**src/rtl/countdown_timer.sv**
```systemverilog
// Loadable down-counting timer with prescaler, one-shot/auto-reload modes,
// a registered one-cycle expiry pulse and a saturating expiry counter.
module countdown_timer #(
  parameter int WIDTH      = 8,
  parameter int PRESCALE_W = 4
) (
  input  logic                  clk,
  input  logic                  rst,
  input  logic                  load,
  input  logic [WIDTH-1:0]      load_value,
  input  logic                  start,
  input  logic                  stop,
  input  logic                  auto_reload,
  input  logic [PRESCALE_W-1:0] prescale,
  output logic [WIDTH-1:0]      count,
  output logic                  busy,
  output logic                  expired,
  output logic [WIDTH-1:0]      expire_cnt
);

  typedef enum logic {IDLE, RUN} state_t;

  localparam logic [WIDTH-1:0]      ONE     = WIDTH'(1);
  localparam logic [WIDTH-1:0]      CNT_MAX = '1;
  localparam logic [PRESCALE_W-1:0] PSC_ONE = PRESCALE_W'(1);

  state_t                  state_q, state_d;
  logic [WIDTH-1:0]        count_q, count_d;
  logic [WIDTH-1:0]        reload_q, reload_d;
  logic [WIDTH-1:0]        expire_cnt_q, expire_cnt_d;
  logic [PRESCALE_W-1:0]   psc_q, psc_d;
  logic                    expired_q, expired_d;

  always_comb begin
    state_d      = state_q;
    count_d      = count_q;
    reload_d     = reload_q;
    expire_cnt_d = expire_cnt_q;
    psc_d        = psc_q;
    expired_d    = 1'b0;

    if (load) begin
      count_d      = load_value;
      reload_d     = load_value;
      expire_cnt_d = '0;
      psc_d        = '0;
      state_d      = IDLE;
    end else if (stop) begin
      if (state_q == RUN) state_d = IDLE;
    end else if (start && state_q == IDLE) begin
      // A zero count has nothing to time, so start is dropped.
      if (count_q != '0) begin
        state_d = RUN;
        psc_d   = '0;
      end
    end else if (state_q == RUN) begin
      if (psc_q == prescale) begin
        psc_d = '0;
        if (count_q > ONE) begin
          count_d = count_q - ONE;
        end else if (count_q == ONE) begin
          expired_d = 1'b1;
          if (expire_cnt_q != CNT_MAX) expire_cnt_d = expire_cnt_q + ONE;
          if (auto_reload && reload_q != '0) begin
            count_d = reload_q;
          end else begin
            count_d = '0;
            state_d = IDLE;
          end
        end
      end else begin
        // Wraps naturally if prescale was lowered below the current phase.
        psc_d = psc_q + PSC_ONE;
      end
    end
  end

  always_ff @(posedge clk or posedge rst) begin
    if (rst) begin
      state_q      <= IDLE;
      count_q      <= '0;
      reload_q     <= '0;
      expire_cnt_q <= '0;
      psc_q        <= '0;
      expired_q    <= 1'b0;
    end else begin
      state_q      <= state_d;
      count_q      <= count_d;
      reload_q     <= reload_d;
      expire_cnt_q <= expire_cnt_d;
      psc_q        <= psc_d;
      expired_q    <= expired_d;
    end
  end

  assign count      = count_q;
  assign busy       = (state_q == RUN);
  assign expired    = expired_q;
  assign expire_cnt = expire_cnt_q;

endmodule

```
**config.mk**
```make
export PLATFORM = sky130hd
export DESIGN_NAME = countdown_timer
export DESIGN_NICKNAME = d
export VERILOG_FILES = /design/src/rtl/countdown_timer.sv
export SDC_FILE = /design/constraint.sdc
export NUM_CORES = 1
export LEC_CHECK = 0
export CAP_MARGIN = 20
export CORE_MARGIN = 3
export CORE_UTILIZATION = 46
export CTS_CLUSTER_SIZE = 30
export DETAILED_ROUTE_END_ITERATION = 6
export GPL_ROUTABILITY_DRIVEN = 0
export PLACE_DENSITY = 0.84
export SYNTH_ARGS = -nofsm -noshare
export SYNTH_HDL_FRONTEND = slang
export SYNTH_SLANG_ARGS = --single-unit
export TNS_END_PERCENT = 10
```
**constraint.sdc**
```tcl
create_clock -name clk -period 1.9 [get_ports clk]
set_input_delay 0.285 -clock clk [delete_from_list [all_inputs] [get_ports clk]]
set_output_delay 0.285 -clock clk [all_outputs]
set_load 0.05 [all_outputs]
```
Word-level counts from Yosys, hierarchy flattened
Cells that the tools add are included.
W data, S select, Z words.
- output and inout bits: 18
- latch bits: 0
- logic and storage cells: 70
- bits of input ports: 18
- flip-flop bits (word level): 30
- memories kept: 0
- RAM bits: 0
- bits in read-only memories: 0
- $add $sub $neg: 3
- eq/ne operators: 8
- reduce and logical (&&, ||, !) cells: 13
- shifts and indexed selects: 0
- order comparisons: 1
- bitwise gates (word level): 1
- multiply operators: 0
- multiplexer cells: 38
- divide/modulo/power cells: 0
- operator list (kind ; number):
    $mux W8 ; 16
    $mux W4 ; 6
    $mux W1 ; 16
    $reduce_bool A8 Y1 ; 2
    $add A8 B1 Y8 const B ; 1
    $eq A8 B1 Y1 const B ; 1
    $gt A8 B1 Y1 const B ; 1
    $ne A8 B8 Y1 const B ; 1
    $reduce_bool A2 Y1 ; 4
    $sub A8 B1 Y8 const B ; 1
    $reduce_and A7 Y1 ; 1
    $ne A2 B2 Y1 const B ; 3
    $reduce_bool A3 Y1 ; 2
    $reduce_and A5 Y1 ; 1
    $add A4 B1 Y4 const B ; 1
    $eq A4 B4 Y1 ; 1
    $ne A4 B3 Y1 const B ; 1
    $ne A3 B2 Y1 const B ; 1
    $reduce_and A3 Y1 ; 1
    $logic_and A1 B1 Y1 ; 2
    $not A1 Y1 ; 1

Depth between registers and ports, before layout
Gate-level depths: netlist (run 1).
- depth in word-level cells: 10
- gate-level depth with buffers: 8
- gate-level depth less buffers: 7

Least setup slack after synthesis (run 1)
Ideal clock, no wire load.
- kind: register to register
- start: reg count_q[0], in the netlist count[0]
- end: reg count_q[3], in the netlist count[3]
- stages on the path, launching flop included: 9
- arrival: 2.312 ns
- setup time: 0.125 ns
- setup slack: -0.537 ns
- path through: dfrtp_1 > inv_1 > ha_1 > clkbuf_1 > o211a_1 > buf_4 > and3b_1 > a221o_1 > mux2_2
- word-level cells in the longest chain between the ends: 7
- ends and longest elaborated chain (item ; RTL line ; text):
    start: declaration ; 28 ; logic [WIDTH-1:0] count_q, count_d;
    start signal: assignment ; 88 ; count_q <= count_d;
    $sub A8 B1 Y8 / $gt A8 B1 Y1 (equally long branches) ; 60, 59 ;
    $mux W8 ; 59 ; if (count_q > ONE) begin
    $mux W8 ; 57 ; if (psc_q == prescale) begin
    $mux W8 ; 56 ; end else if (state_q == RUN) begin
    $mux W8 ; 50 ; end else if (start && state_q == IDLE) begin
    $mux W8 ; 48 ; end else if (stop) begin
    $mux W8 ; 42 ; if (load) begin
Several ways; a longest one is shown, not always the timed one. The select of a mux whose other input is x is not followed.
A chain may end at the register's enable or synchronous reset.

Final worst setup path (run 1)
- start: reg count_q[0], in the netlist count[0]
- end: reg count_q[4], in the netlist count[4]
The elaborated chain is that of the path after synthesis.

==> results.py, run 1 <==
metrics = {
    "sta": {
        "fin_crit_ps": 1916,
        "finalWorstSetupSlack_ps": -15.58,
        "max_freq_mhz": 522.0,
        "hold_viol_final": 0,
        "worst_pin_slew_ps": 596.0,
        "relSlewSlack_pct": 59.96,
        "fin_tns_setup_ps": -27.65,
        "whs_ps": 382.7,
        "finalCritPeriodShare_pct": 100.8,
        "final-max-slew-violation-count": 0,
        "clock_skew_ps": 2.084,
        "finalSetupViolations": 2,
        "grt_setup_unrepaired": "yes",
    },
    "pwr": {
        "powerDensity_mw_per_mm2": 697.4,
        "ir_drop_uv": 521.8,
        "p_leak_nw": 1.124,
    },
    "clocking": {
        "clk_pin_slew_ps": 60,
        "cts_max_path_buffers": 2,
        "clkLatencyLatePin_ps": 280,
        "cts_root_buf": "clkbuf_8",
        "post_cts_buffers": 0,
        "cts_tree": "yes",
        "holdBufCountCts": 0,
        "htreeDepth": 2,
        "cts-buffers-inserted": 5,
        "clock_sinks": 30,
    },
    "placed_design": {
        "dp_cells": 301,
        "dp_hpwl_um": 3301,
        "portBuffers": 35,
        "place_ws_ps": -166.2,
        "placed_area_mm2": 0.002427,
    },
    "finish": {
        "fillCellCount": 281,
        "seqCellArea_um2": 755.7,
        "multi_input_area_mm2": 0.001060,
        "fin_area_mm2": 0.002581,
        "stdcell_count": 307,
        "fin_nets": 282,
        "drive_gt1_share_pct": 27.41,
        "area_growth_pct": 41.69,
        "n_antenna_cell": 0,
    },
    "outcome": {
        "status": "finished with violations",
        "violations": "setup timing",
    },
    "synthesis": {
        "synth_compound_area_share_pct": 14.22,
        "synth_edf_count": 0,
        "synth_area_mm2": 0.001822,
        "synth.ff_latch_count": 30,
        "syn_nets": 219,
        "syn-mean-instance-area_um2": 9.295,
        "synthFlopType": "dfrtp_1",
        "synth_fa_ha_area_share_pct": 3.434,
        "synth.distinct_cells": 45,
        "synthArstFlopShare_pct": 100.0,
        "syn_inst": 196,
        "ys_warn_count": 0,
        "synth_top_family_by_area": "simple AND/OR/NAND/NOR gates",
        "ys_seq_area_share_pct": 41.21,
        "synth_xor_area_share_pct": 5.288,
        "synthMuxAreaShare_pct": 6.456,
        "synthSimpleGateAreaFrac_pct": 24.66,
    },
    "floorplanning": {
        "initial_core_util_pct": 48.66,
        "dieHeight_um": 68.93,
        "die_w_um": 68.93,
        "core-area_mm2": 0.003744,
        "die_area_mm2": 0.004751,
        "num_io_pins": 36,
        "rows": 22,
    },
    "critical_path": {
        "critPathKind": "register to register",
        "cp-start-kind": "register",
        "cp_slowest_cell": "dfrtp_2",
        "worstPathCellList": "ha_2 -> buf_4 -> o211a_4 -> and3b_1 -> a221o_1 -> mux2_2",
        "worstSetupEndpointType": "register",
        "path_max_fanout": 5,
        "max_stage_delay_ps": 430,
        "path_delay_family": "compound AO/OA/AOI/OAI gates",
        "worst-path-buf-inv": 1,
        "worst_ep_arrival_time_ps": 2080,
        "critPathRequiredTime_ps": 2070,
    },
    "drt": {
        "post-route-drc-count": 0,
        "dr.pass1.iters": 4,
        "vias": 1723,
        "ant_nets": 0,
        "vias_per_cell": 5.612,
        "routed_wl_um": 4512,
        "wl_per_cell_um": 14.70,
        "drt-initial-drc-count": 106,
    },
    "grt": {
        "grt_overflow": 0,
        "grt_max_degree": 32,
        "antenna_found_initial": 0,
        "grt.met3_usage_pct": 5.511,
        "grt_pass1_wl_um": 7286,
        "grt_usage_pct": 20.78,
        "busiest_layer": "met2",
        "met2_usage_pct": 31.31,
        "first_global_vias": 1610,
        "grt.met1_usage_pct": 28.67,
    },
    "min_path": {
        "hp-class": "input pin to async pin",
    },
    "job": {
        "cap_violations": 0,
    },
}
==> Yosys cell counts, drive strengths merged (2+ instances only) <==
cell / count / area (um2)
a221o: 2 / 20.02
nor2b: 4 / 25.02
and2: 2 / 12.51
mux2i: 5 / 50.05
nand3: 8 / 40.04
a21oi: 7 / 35.03
o211a: 3 / 30.03
o21ai: 11 / 55.05
nand2b: 3 / 18.77
xnor2: 10 / 87.58
clkbuf: 6 / 22.52
o211ai: 3 / 22.52
buf: 3 / 15.02
nor4: 10 / 83.83
o31ai: 2 / 15.01
inv: 13 / 48.80
mux2: 6 / 67.56
nand2: 17 / 63.81
nor3b: 4 / 30.03
nand4: 5 / 37.53
ha: 5 / 62.56
a21o: 2 / 15.01
dfrtp: 30 / 750.7
nor2: 15 / 58.81
nor3: 6 / 35.03
==> where the power goes <==
part	leakage (nW)	switching (mW)	internal (mW)	total, mW
Sequential	0.383	0.0478	0.689	0.737
Combinational	0.703	0.319	0.261	0.580
Clock	0.0383	0.232	0.252	0.484
==> worst register-to-register path: cells and delay by family (launching register included) <==
kind,cells,cell delay (ps)
adders and majority gates,1,200
buffers and inverters,1,140
AOI/OAI and AO/OA,2,570
and+or+nand+nor,1,200
muxes,1,260
DFF,1,430
==> stage by stage <==
stage	power, mW	utilization, %
4_1_cts	1.787	67.28
6_report	1.800	68.95
2_1_floorplan	1.074	-
5_1_grt	1.891	68.95
3_5_place_dp	1.301	64.84
3_3_place_gp	1.292	64.84
==> registers in the layout, summed over array words and instances (netlist names) <==
register and flops:
count 8, expire_cnt 8, reload_q 8, psc_q 4, busy 1, expired 1
==> cell type report <==
class                      count  area share [%]
multi-input combinational    144           41.06
sequential                    30           29.28
timing repair buffer          65           22.49
clock buffer                   7           2.957
tap                           48           2.327
inverter                      13           1.890
==> layer usage <==
metal / part of all wire (%) / vias to the layer above
li1: - / 829
met1: 45 / 833
met2: 47 / 55
met3: 6.0 / 6
met4: 1.8 / 0
met5: 0 / -
==> path summary, 6_finish.rpt <==
kind,cells past startpoint,from,end,slack [ps]
max in group asynchronous,3,rst,count[2],1210
hold / removal,3,rst,expire_cnt[3],380
setup / recovery,6,count[0],count[4],-20
setup reg to reg,6,count[0],count[4],-20
min in group clk,1,psc_q[2],psc_q[2],530
hold reg to reg,1,psc_q[2],psc_q[2],530
==> layout by cell type, fill, tap and decap left out, drive strengths merged, types with 2 or more instances in the layout <==
cell type,Yosys,routed
nor3,6,6
dfrtp,30,30
ha,5,5
nand3,8,8
o211ai,3,3
nor2b,4,4
clkdlybuf4s50,0,25
buf,3,38
clkbuf,6,7
o211a,3,3
mux2,6,6
mux2i,5,5
o21ai,11,11
nand2b,3,3
o31ai,2,2
xnor2,10,10
nor4,10,10
nor3b,4,4
nor2,15,15
inv,13,13
a21oi,7,7
dlymetal6s2s,0,2
and2,2,2
nand4,5,5
nand2,17,17
a21o,2,2
a221o,2,2
==> cells by family after synthesis <==
kind of cell | after synthesis
compound gates | 38
xor+xnor | 11
fa+ha+maj | 5
buf+inv | 22
flops | 30
mux | 11
simple gates | 79
==> what timing repair did <==
| item | in CTS | in global routing |
|---|---|---|
| gates cloned | 0 | 0 |
| gates resized for setup | 3 | 13 |
| pin swaps | 1 | 2 |
| endpoints found under the setup margin | 2 | 14 |
Note: power is estimated with default switching activity, not from simulation.
==> run 2: changes to the inputs <==
Settings changed: SLEW_MARGIN from default to 5.
==> results of run 2 <==
Final layout, timing and power as in run 1 (identical DEF).
